### src/rtl/alu_pipe_pkg.sv
// Shared opcode encoding, opcode width and flag payload for the pipelined ALU.
package alu_pipe_pkg;

  localparam int unsigned F_W = 3;

  localparam logic [F_W-1:0] OP_AND  = 3'b000;
  localparam logic [F_W-1:0] OP_OR   = 3'b001;
  localparam logic [F_W-1:0] OP_ADD  = 3'b010;
  localparam logic [F_W-1:0] OP_RSVD = 3'b011;
  localparam logic [F_W-1:0] OP_ANDN = 3'b100;
  localparam logic [F_W-1:0] OP_ORN  = 3'b101;
  localparam logic [F_W-1:0] OP_SUB  = 3'b110;
  localparam logic [F_W-1:0] OP_SLT  = 3'b111;

  typedef struct packed {
    logic carry;
    logic overflow;
  } alu_flags_t;

endpackage

### src/rtl/alu_pipe_core.sv
// Combinational ALU datapath: F[2] inverts B and injects carry-in, F selects the operation.
module alu_core
  import alu_pipe_pkg::*;
#(
  parameter int unsigned WIDTH = 4
) (
  input  logic [WIDTH-1:0] a,
  input  logic [WIDTH-1:0] b,
  input  logic [F_W-1:0]   f,
  output logic [WIDTH-1:0] result_c,
  output logic             carry_c,
  output logic             overflow_c
);

  logic [WIDTH-1:0] b_eff;
  logic [WIDTH:0]   sum;
  logic             sum_ovf;

  always_comb begin
    b_eff   = f[2] ? ~b : b;
    sum     = {1'b0, a} + {1'b0, b_eff} + (WIDTH+1)'(f[2]);
    sum_ovf = (a[WIDTH-1] == b_eff[WIDTH-1]) && (sum[WIDTH-1] != a[WIDTH-1]);
  end

  // Flags are only meaningful for ADD/SUB; every other opcode reports them as zero.
  always_comb begin
    result_c   = '0;
    carry_c    = 1'b0;
    overflow_c = 1'b0;
    case (f)
      OP_AND, OP_ANDN: result_c = a & b_eff;
      OP_OR,  OP_ORN:  result_c = a | b_eff;
      OP_ADD, OP_SUB: begin
        result_c   = sum[WIDTH-1:0];
        carry_c    = sum[WIDTH];
        overflow_c = sum_ovf;
      end
      OP_SLT:  result_c = {{(WIDTH-1){1'b0}}, sum[WIDTH-1] ^ sum_ovf};
      OP_RSVD: result_c = '0;
      default: result_c = '0;
    endcase
  end

endmodule

### src/rtl/alu_pipe.sv
// Two-stage valid/ready ALU pipeline: stage 1 holds operands, stage 2 holds result and flags.
// Optional ALU_PIPE_ZN_EN adds registered Zero/Negative outputs.
module alu_pipe
  import alu_pipe_pkg::*;
#(
  parameter int unsigned WIDTH = 4
) (
  input  logic             clk,
  input  logic             rst,
  input  logic             in_valid,
  output logic             in_ready,
  input  logic [WIDTH-1:0] A,
  input  logic [WIDTH-1:0] B,
  input  logic [F_W-1:0]   F,
  output logic             out_valid,
  input  logic             out_ready,
  output logic [WIDTH-1:0] Result,
  output logic             CarryOut,
  output logic             Overflow
`ifdef ALU_PIPE_ZN_EN
  ,
  output logic             Zero,
  output logic             Negative
`endif
);

  logic             s1_valid_q, s1_valid_d;
  logic [WIDTH-1:0] a_q, a_d;
  logic [WIDTH-1:0] b_q, b_d;
  logic [F_W-1:0]   f_q, f_d;
  logic             s2_valid_q, s2_valid_d;
  logic [WIDTH-1:0] result_q, result_d;
  alu_flags_t       flags_q, flags_d;

  logic [WIDTH-1:0] core_result_c;
  logic             core_carry_c;
  logic             core_overflow_c;
  logic             adv2;
  logic             accept;

  alu_core #(.WIDTH(WIDTH)) u_core (
    .a          (a_q),
    .b          (b_q),
    .f          (f_q),
    .result_c   (core_result_c),
    .carry_c    (core_carry_c),
    .overflow_c (core_overflow_c)
  );

  // Stage 1 drains into stage 2 whenever stage 2 is empty or being emptied this cycle.
  assign adv2     = s1_valid_q && (!s2_valid_q || out_ready);
  assign in_ready = !s1_valid_q || adv2;
  assign accept   = in_valid && in_ready;

  always_comb begin
    s1_valid_d = s1_valid_q;
    a_d        = a_q;
    b_d        = b_q;
    f_d        = f_q;
    s2_valid_d = s2_valid_q;
    result_d   = result_q;
    flags_d    = flags_q;

    if (adv2)   s1_valid_d = 1'b0;
    if (accept) begin
      s1_valid_d = 1'b1;
      a_d        = A;
      b_d        = B;
      f_d        = F;
    end

    if (s2_valid_q && out_ready) s2_valid_d = 1'b0;
    if (adv2) begin
      s2_valid_d       = 1'b1;
      result_d         = core_result_c;
      flags_d.carry    = core_carry_c;
      flags_d.overflow = core_overflow_c;
    end
  end

  always_ff @(posedge clk) begin
    if (rst) begin
      s1_valid_q <= 1'b0;
      a_q        <= '0;
      b_q        <= '0;
      f_q        <= '0;
      s2_valid_q <= 1'b0;
      result_q   <= '0;
      flags_q    <= '0;
    end else begin
      s1_valid_q <= s1_valid_d;
      a_q        <= a_d;
      b_q        <= b_d;
      f_q        <= f_d;
      s2_valid_q <= s2_valid_d;
      result_q   <= result_d;
      flags_q    <= flags_d;
    end
  end

  assign out_valid = s2_valid_q;
  assign Result    = result_q;
  assign CarryOut  = flags_q.carry;
  assign Overflow  = flags_q.overflow;

`ifdef ALU_PIPE_ZN_EN
  logic zero_q, zero_d;
  logic neg_q, neg_d;

  // Zero/Negative are captured alongside Result so they stall with it.
  always_comb begin
    zero_d = zero_q;
    neg_d  = neg_q;
    if (adv2) begin
      zero_d = (core_result_c == '0);
      neg_d  = core_result_c[WIDTH-1];
    end
  end

  always_ff @(posedge clk) begin
    if (rst) begin
      zero_q <= 1'b0;
      neg_q  <= 1'b0;
    end else begin
      zero_q <= zero_d;
      neg_q  <= neg_d;
    end
  end

  assign Zero     = zero_q;
  assign Negative = neg_q;
`endif

endmodule

### config.mk
export PLATFORM = sky130hd
export DESIGN_NAME = alu_pipe
export DESIGN_NICKNAME = d
export VERILOG_FILES = /design/src/rtl/alu_pipe_pkg.sv /design/src/rtl/alu_pipe_core.sv /design/src/rtl/alu_pipe.sv
export SDC_FILE = /design/constraint.sdc
export NUM_CORES = 1
export LEC_CHECK = 0
export ABC_AREA = 1
export CORE_MARGIN = 10
export CORE_UTILIZATION = 50
export DETAILED_ROUTE_END_ITERATION = 8
export PLACE_DENSITY = 0.78
export SLEW_MARGIN = 5
export SYNTH_ARGS = -nofsm -noshare
export SYNTH_HDL_FRONTEND = slang
export SYNTH_SLANG_ARGS = --single-unit
### constraint.sdc
create_clock -name clk -period 1.7 [get_ports clk]
set_input_delay 0.425 -clock clk [delete_from_list [all_inputs] [get_ports clk]]
set_output_delay 0.425 -clock clk [all_outputs]
set_load 0.05 [all_outputs]
* After elaboration in Yosys (flattened, before gate mapping)
Index checks and enable logic that the tools add are counted.
** Operators by class
- Add/subtract/negate cells :: 2
- Multipliers :: 0
- Divide/modulo/power cells :: 0
- Order comparisons :: 0
- Equal/unequal tests :: 9
- Shift-type cells :: 0
- Mux-type cells :: 8
- Bitwise logic cells :: 4
- Reduce and logical (&&, ||, !) cells :: 14
** Operator list (number)
- $pmux 4 s5 :: 1
- $eq 3x3->1 const B :: 4
- $eq 3x2->1 const B :: 2
- $mux 1 :: 6
- $reduce_or 2->1 :: 3
- $add 4x4->5 :: 1
- $add 5x1->5 :: 1
- $and 4x4->4 :: 1
- $logic_and 1x1->1 :: 4
- $mux 4 :: 1
- $not 4->4 :: 1
- $or 4x4->4 :: 1
- $reduce_bool 2->1 :: 2
- $eq 3x1->1 const B :: 1
- $logic_not 3->1 :: 1
- $logic_not 1->1 :: 2
- $logic_or 1x1->1 :: 2
- $eq 1x1->1 :: 1
- $ne 1x1->1 :: 1
- $xor 1x1->1 :: 1
** Storage, ports and cells
- Flip-flop bits (word level) :: 19
- Bits in latches :: 0
- RAM bits :: 0
- Memory bits (read-only) :: 0
- Bits of input ports :: 15
- Output and inout port bits :: 8
- Logic and storage cells :: 45
- Memories kept :: 0

* Longest topological paths before layout
Gate-level depths: netlist of the first run.
- Depth after elaboration :: 8
- Gate-level depth with buffers :: 13
- Mapped depth without buffers :: 12

* Modules after synthesis
From an unflattened synthesis of the first run, not the netlist that was laid out.
** Unflattened totals
- Cell total of the unflattened synthesis :: 186
- Area total of the unflattened synthesis :: 1311.3 µm²
** By module, submodules not included
- alu_pipe :: instances 1, cells an instance 113, area an instance 862.1 µm²
- alu_core :: instances 1, cells an instance 73, area an instance 449.2 µm²

* Worst setup path before layout of the first run
Ideal clock, no wire load.
- Kind :: register to register
- Start :: register s2_valid_q (netlist: out_valid)
- End :: register a_q[3]
- Arrival time :: 1.533 ns
- Required time :: 1.630 ns
- Slack :: 0.098 ns
- Stages on the path, launching flop included :: 6
- Path buffers :: 1
- Cells stage by stage :: dfxtp_1 nand3_2 nand2_2 buf_4 o21ai_0 a21oi_1
** On the way
- Longest elaborated chain between the ends :: 5
** RTL lines
- start: declaration :: line alu_pipe.sv:31 : logic s2_valid_q, s2_valid_d;
- start signal: assignment :: line alu_pipe.sv:95 : s2_valid_q <= s2_valid_d;
- $logic_not 1->1 :: line alu_pipe.sv:51 : assign adv2 = s1_valid_q && (!s2_valid_q || out_ready);
- $logic_or 1x1->1 :: line alu_pipe.sv:51
- $logic_and 1x1->1 :: line alu_pipe.sv:51
- $logic_or 1x1->1 :: line alu_pipe.sv:52 : assign in_ready = !s1_valid_q || adv2;
- named net in_ready :: line alu_pipe.sv:11 : output logic in_ready,
- $logic_and 1x1->1 :: line alu_pipe.sv:53 : assign accept = in_valid && in_ready;
- end signal: assignment :: line alu_pipe.sv:84 : a_q <= '0;
- end signal: assignment :: line alu_pipe.sv:92 : a_q <= a_d;
- end: declaration :: line alu_pipe.sv:28 : logic [WIDTH-1:0] a_q, a_d;
The timed path passes the listed nets, and every way through them passes these cells.
A chain may end at the register's enable or synchronous reset.

* Worst setup path after layout of the first run
- Start :: input port out_ready
- End :: output port in_ready
** On the way
- Longest elaborated chain between the ends :: 3
** RTL lines
- start: declaration :: line alu_pipe.sv:16 : input logic out_ready,
- $logic_or 1x1->1 :: line alu_pipe.sv:51
- $logic_and 1x1->1 :: line alu_pipe.sv:51
- $logic_or 1x1->1 :: line alu_pipe.sv:52
- end: declaration :: line alu_pipe.sv:11
No other way between the ends.

==> results of run 1 <==
## Yosys cell counts
library cell	count
sky130_fd_sc_hd__nand3_4	1
sky130_fd_sc_hd__nand3_2	1
sky130_fd_sc_hd__nor3_1	1
sky130_fd_sc_hd__dfxtp_1	19
sky130_fd_sc_hd__inv_4	1
sky130_fd_sc_hd__or2_1	1
sky130_fd_sc_hd__nor2_1	16
sky130_fd_sc_hd__fa_1	1
sky130_fd_sc_hd__inv_2	2
sky130_fd_sc_hd__ha_1	8
sky130_fd_sc_hd__o21ai_0	13
sky130_fd_sc_hd__buf_6	1
sky130_fd_sc_hd__xnor2_1	3
sky130_fd_sc_hd__o211ai_1	1
sky130_fd_sc_hd__o21ai_1	3
sky130_fd_sc_hd__nand2_2	5
sky130_fd_sc_hd__buf_4	2
sky130_fd_sc_hd__nor2_2	1
sky130_fd_sc_hd__nand3_1	7
sky130_fd_sc_hd__inv_1	22
sky130_fd_sc_hd__nand2_4	1
sky130_fd_sc_hd__nand2_1	20
sky130_fd_sc_hd__o22ai_1	1
sky130_fd_sc_hd__a21oi_1	18
sky130_fd_sc_hd__buf_2	2
## logic make-up (layout without fill, tap and decap cells)
| logic type | after synthesis | in the layout | synth area share [%] |
|---|---|---|---|
| AOI/OAI and AO/OA | 36 | 36 | 16.7 |
| xor gates and xnor gates | 3 | 3 | 2.39 |
| adders and majority gates | 9 | 9 | 10.9 |
| buffers and inverters | 30 | 56 | 12.0 |
| DFF | 19 | 19 | 34.5 |
| and+or+nand+nor | 54 | 54 | 23.4 |
## stage by stage
| step | std cells | setup TNS, ns | utilization, % | setup slack [ns] |
|---|---|---|---|---|
| detailed placement | 199 | -0.129 | 67.0 | -0.0386 |
| CTS | 203 | 0 | 68.7 | 0.0677 |
| finish | 204 | 0 | 70.1 | 0.0659 |
| global route | 204 | 0 | 70.1 | 0.00365 |
| global placement | 199 | -0.00300 | 67.0 | -0.00185 |
| floorplan | 151 | 0 | - | 0.0976 |
## worst max-delay path: cells and delay by family
kind / cells / cell delay [ns]
simple gates: 1 / 0.12
buf+inv: 3 / 0.66
## state kept, by name, summed over array words and instances (netlist names)
register and cells:
a_q 4, Result 4, f_q 3, CarryOut 1, s1_valid_q 1, out_valid 1, Overflow 1, b_q 4
## path summary, 6_finish.rpt
kind / end / slack [ns] / depth (start not counted)
setup / recovery: in_ready / 0.07 / 4
hold / removal: CarryOut / 0.47 / 2
setup reg to reg: CarryOut / 0.14 / 9
hold reg to reg: CarryOut / 0.47 / 2
## layer usage
metal | GRT usage [%] | wire (um) | vias up | part of all wire (%)
met4 | 4.87 | 31 | 0 | 1.3
li1 | - | - | 531 | -
met1 | 12.8 | 1120 | 440 | 46
met5 | 0 | 0 | - | 0
met3 | 3.01 | 174 | 4 | 7.1
met2 | 19.3 | 1120 | 29 | 46
## power breakdown
part | leakage (nW) | total, mW | switching [mW] | internal [mW]
Clock | 0.0150 | 0.229 | 0.137 | 0.0911
Combinational | 0.481 | 0.329 | 0.188 | 0.141
Sequential | 0.158 | 0.500 | 0.0257 | 0.475
## what timing repair did
action	4_1_cts	5_1_grt
setup buffers	0	1
pin swaps	0	1
endpoints found under the setup margin	3	5
gates resized for setup	2	7
hold endpoints to repair	0	0
## cell type report
type	count	area (sq um)	area share (%)
flip-flops and latches	19	385	27.2
repair buffers	27	263	18.5
clock buffers	4	26.3	1.85
inverters	25	96.3	6.80
multi-input cells	102	613	43.2
well taps	27	33.8	2.38
==> impl_metrics.toml, run 1 <==
[timing]
rsz0062_at_grt = "false"
slew_at_the_pin_closest_to_its_max_slew_limit_ns = 0.330
fin_hold_ws_ns = 0.474
fmax_mhz = 612
post_route_minimum_period_ns = 1.63
fin_crit_sh_pct = 96.1
worst_slew_margin_relative_to_its_limit_pct = 78.0
maxSlewViolCount = 0
clock_tree_skew_after_final_layout_ns = 0.00420
final-hold-violation-count = 0
report.final.setup_viol = 0

[synthesis]
synth_cells = 151
synth.net_count = 175
synth.yosys.warnings = 0
synth_top_cell_by_area = "sky130_fd_sc_hd__dfxtp_1"
area_share_of_the_leading_cell_type_in_the_synthesized_netlist_pct = 34.5
seq_cells_post_synth = 19
synth_top_cells_by_area = "sky130_fd_sc_hd__dfxtp_1, sky130_fd_sc_hd__ha_1, sky130_fd_sc_hd__a21oi_1, sky130_fd_sc_hd__inv_1, sky130_fd_sc_hd__nand2_1"
synth.yosys.seq_area_share_pct = 34.5
synthesis.area_per_instance_sq_um = 7.29
mappedNetlistArea_sq_um = 1100
ys_types = 25

[die]
area_of_the_placeable_core_sq_um = 2020
floorplan.die.width_um = 66.9
die-height_um = 66.9
initial_core_utilization_pct = 54.5
area_of_the_die_sq_um = 4480
ios = 23
num_rows = 16

[cells_and_area]
fin_area_sq_um = 1420
relative_area_change_from_synthesis_to_final_layout_pct = 28.8
layout_common_cells = "sky130_fd_sc_hd__inv_1, sky130_fd_sc_hd__nand2_1, sky130_fd_sc_hd__dfxtp_1, sky130_fd_sc_hd__a21oi_1, sky130_fd_sc_hd__nor2_1"
filler_cell_count = 164
antenna_cells_inserted = 0
drive_gt1_share_pct = 20.3
leading_cell_type_in_the_layout_fill_and_taps_excluded = "sky130_fd_sc_hd__inv_1"
finalNetCount = 202

[hold_path]
holdCritPathClass = "reg -> reg"
worst_hold_startpoint = "CarryOut"

[setup_path]
cp_data_required_time_ns = 1.27
max_stage_delay_ns = 0.40
worstPathCellList = "clkdlybuf4s50_1, inv_1, nand3_2, buf_12"
worst-path-max-fanout = 3
critical_path.reg2reg.startpoint = "f_q[2]"
critPathArrivalTime_ns = 1.21
critical_path.endpoint_type = "output port"
kind_of_critical_path = "in -> out"
worstSetupStartpointType = "primary input"
cpMaxStageDelayCell = "sky130_fd_sc_hd__clkdlybuf4s50_1"
launching_instance_or_port_of_the_critical_path = "out_ready"

[grt]
grt_start_max_net_pins = 22
gr-usage-all-layers_pct = 11.3
global_route.overflow_total = 0
grt_antenna_before_repair = 0
grt_pass1_wl_mm = 4.08
first_global_vias = 948

[job]
cap_viol_max_count = 0

[place]
dpl.hpwl_mm = 1.92
io_buffers = 22
gp_congestion = 0.932
placedInstanceArea_sq_um = 1350

[clocking]
cts_hold_buf = 0
cts_tree = "built"
clk_pin_slew_ns = 0.11
cts.sink_count = 19
clockBufferDepth = 2
clockRootBuffer = "sky130_fd_sc_hd__clkbuf_4"
insertion_delay_ns = 0.29
cts_made_buffers = 3
cts-htree-levels = 1

[detailed_routing]
wire_per_inst_um = 12.0
postRouteWirelength_mm = 2.44
antenna_violating_nets_post_route = 0
drt_iter0_drc = 45
drt_drc_violations_left = 0
number_of_detailed_routing_iterations_run_before_antenna_repair = 4
routed-via-count = 1004
vias_per_cell = 4.92

[power_and_ir_drop]
total_power_mw = 1.06
ir_worst_vdd_mv = 0.519
leakage_nw = 0.654
power_per_cell_area_nw_per_um2 = 747

[outcome]
status = "finished clean"
No activity file was read; power rests on OpenSTA's default activity.
==> inputs of run 2 (changes only) <==
CTS_CLUSTER_SIZE = 8   (was not set)
SETUP_SLACK_MARGIN = 0.2   (was not set)
==> run 2 against run 1 <==
- global-route usage increased by 0.21 points
- via count increased by 7.2%
- sequential power increased by 2%
- routed wire length increased by 17%
- critical path type is now reg -> reg
- clock skew decreased by 0.0033 ns
- count of clock-buffer cells in the layout unchanged
- die area unchanged
- cell count increased by 0.49%
==> impl_metrics.toml, run 2 (synthesized netlist as in run 1, its figures left out) <==
[place]
post-place-ws_ns = -0.0481
placedInstanceArea_sq_um = 1370
dpl.hpwl_mm = 2.07
io_buffers = 22
gp_congestion = 0.911

[hold_path]
holdCritPathClass = "reg -> reg"
timing.hold.worst_path_depth = 2
worst_hold_startpoint = "CarryOut"
min_delay_worst_endpoint = "CarryOut"

[setup_path]
cp_data_required_time_ns = 1.91
critPathArrivalTime_ns = 1.77
worstPathCellList = "inv_4, nand2_4, nand2_2, fa_2, o22ai_1, nor2_1, nand2_1, nand2_1, inv_1"
critical_path.reg2reg.startpoint = "f_q[2]"
ff2ff_setup_slack_ns = 0.14
reg2reg_to = "Result[1]"
cpMaxStageDelayCell = "sky130_fd_sc_hd__fa_2"
cp_common_cell = "sky130_fd_sc_hd__nand2_1"
reg2reg_depth = 9
worst-path-max-fanout = 5
max_stage_delay_ns = 0.51
critical_path.endpoint_type = "register"
cp_num_buf_inv = 2
worstSetupStartpointType = "register"
critical_path.top_delay_family = "adder cells"
kind_of_critical_path = "reg -> reg"

[timing]
slew_at_the_pin_closest_to_its_max_slew_limit_ns = 0.379
final-hold-violation-count = 0
maxSlewViolCount = 0
clock_tree_skew_after_final_layout_ns = 0.000928
worst_slew_margin_relative_to_its_limit_pct = 74.7
post_route_minimum_period_ns = 1.56
report.final.setup_viol = 0
setup_slack_ns = 0.143
fin_crit_sh_pct = 91.6
fmax_mhz = 642
fin_hold_ws_ns = 0.470
rsz0062_at_grt = "true"

[grt]
gr-usage-all-layers_pct = 11.5
global_route.overflow_total = 0
grt_start_max_net_pins = 22
grt_pass1_wl_mm = 4.15
first_global_vias = 967
grt_antenna_before_repair = 0

[detailed_routing]
antenna_violating_nets_post_route = 0
drt_iter0_drc = 61
wire_per_inst_um = 14.0
vias_per_cell = 5.25
postRouteWirelength_mm = 2.87
routed-via-count = 1076
number_of_detailed_routing_iterations_run_before_antenna_repair = 4
drt_drc_violations_left = 0

[die]
floorplan.die.width_um = 66.9
initial_core_utilization_pct = 54.5
area_of_the_die_sq_um = 4480
num_rows = 16
die-height_um = 66.9
ios = 23
area_of_the_placeable_core_sq_um = 2020

[outcome]
status = "finished clean"

[cells_and_area]
fin_area_sq_um = 1530
drive_gt1_share_pct = 28.7
leading_cell_type_in_the_layout_fill_and_taps_excluded = "sky130_fd_sc_hd__inv_1"
finalNetCount = 203
antenna_cells_inserted = 0
layout_common_cells = "sky130_fd_sc_hd__inv_1, sky130_fd_sc_hd__nand2_1, sky130_fd_sc_hd__nor2_1, sky130_fd_sc_hd__dfxtp_1, sky130_fd_sc_hd__a21oi_1"
relative_area_change_from_synthesis_to_final_layout_pct = 39.3

[clocking]
clockBufferDepth = 2
clockRootBuffer = "sky130_fd_sc_hd__clkbuf_4"
cts_made_buffers = 3
cts-htree-levels = 1
clk_pin_slew_ns = 0.11
cts_hold_buf = 0
cts_tree = "built"
cts.sink_count = 19
insertion_delay_ns = 0.29

[power_and_ir_drop]
leakage_nw = 0.667
power_per_cell_area_nw_per_um2 = 738
total_power_mw = 1.13
ir_worst_vdd_mv = 0.511

[job]
cap_viol_max_count = 0
[run 2: changes by cell type in the layout (fill, tap and decap cells not counted), sizes merged]
cell	delta
clkdlybuf4s50	-1
dlygate4sd2	+1
buf	+1
[run 2: tightest hold or removal path: cells and delay by family, from the launching register on]
| kind | cells | cell delay (ns) |
|---|---|---|
| DFF | 1 | 0.33 |
| and+or+nand+nor | 1 | 0.06 |
| AOI/OAI and AO/OA | 1 | 0.05 |
[run 2: per-layer routing]
layer	GRT usage, %	vias to the layer above	part of all wire (%)
met5	0	-	0
met4	3.33	0	2.4
met3	3.85	10	6.7
met2	20.3	45	50
met1	12.7	489	41
li1	-	532	-
[run 2: power breakdown]
part           internal, mW  switching [mW]
clock                0.0913           0.142
combinational         0.174           0.216
sequential            0.476          0.0338
[run 2: layout make-up]
cell class,count,area (sq um)
timing repair buffer,28,269
inverter,25,96.3
tap,27,33.8
sequential,19,388
multi-input combinational,102,721
fill,145,488
clock buffer,4,26.3
[run 2: how the worst max path moves through the flow]
stage | start | to | slack, ns | cells past startpoint
finish | f_q[2] | Result[1] | 0.14 | 9
global route | a_q[0] | Result[1] | 0.08 | 9
CTS | f_q[2] | Result[0] | 0.13 | 11
detailed placement | out_ready | Result[3] | -0.05 | 8
global placement | out_ready | Result[3] | 0.04 | 8
floorplan | f_q[2] | Result[0] | 0.22 | 12
[run 2: through the flow]
stage / instances / util [%] / TNS, ns
CTS: 205 / 71.4 / 0
floorplan: 151 / - / 0
finish: 205 / 75.9 / 0
global route: 205 / 75.9 / 0
global placement: 199 / 67.7 / 0
detailed placement: 199 / 67.7 / -0.125
[run 2: what timing repair did]
item,CTS,global route
setup buffers,2,0
resized for setup,12,16
pin swaps,3,3
setup endpoints to repair,7,7
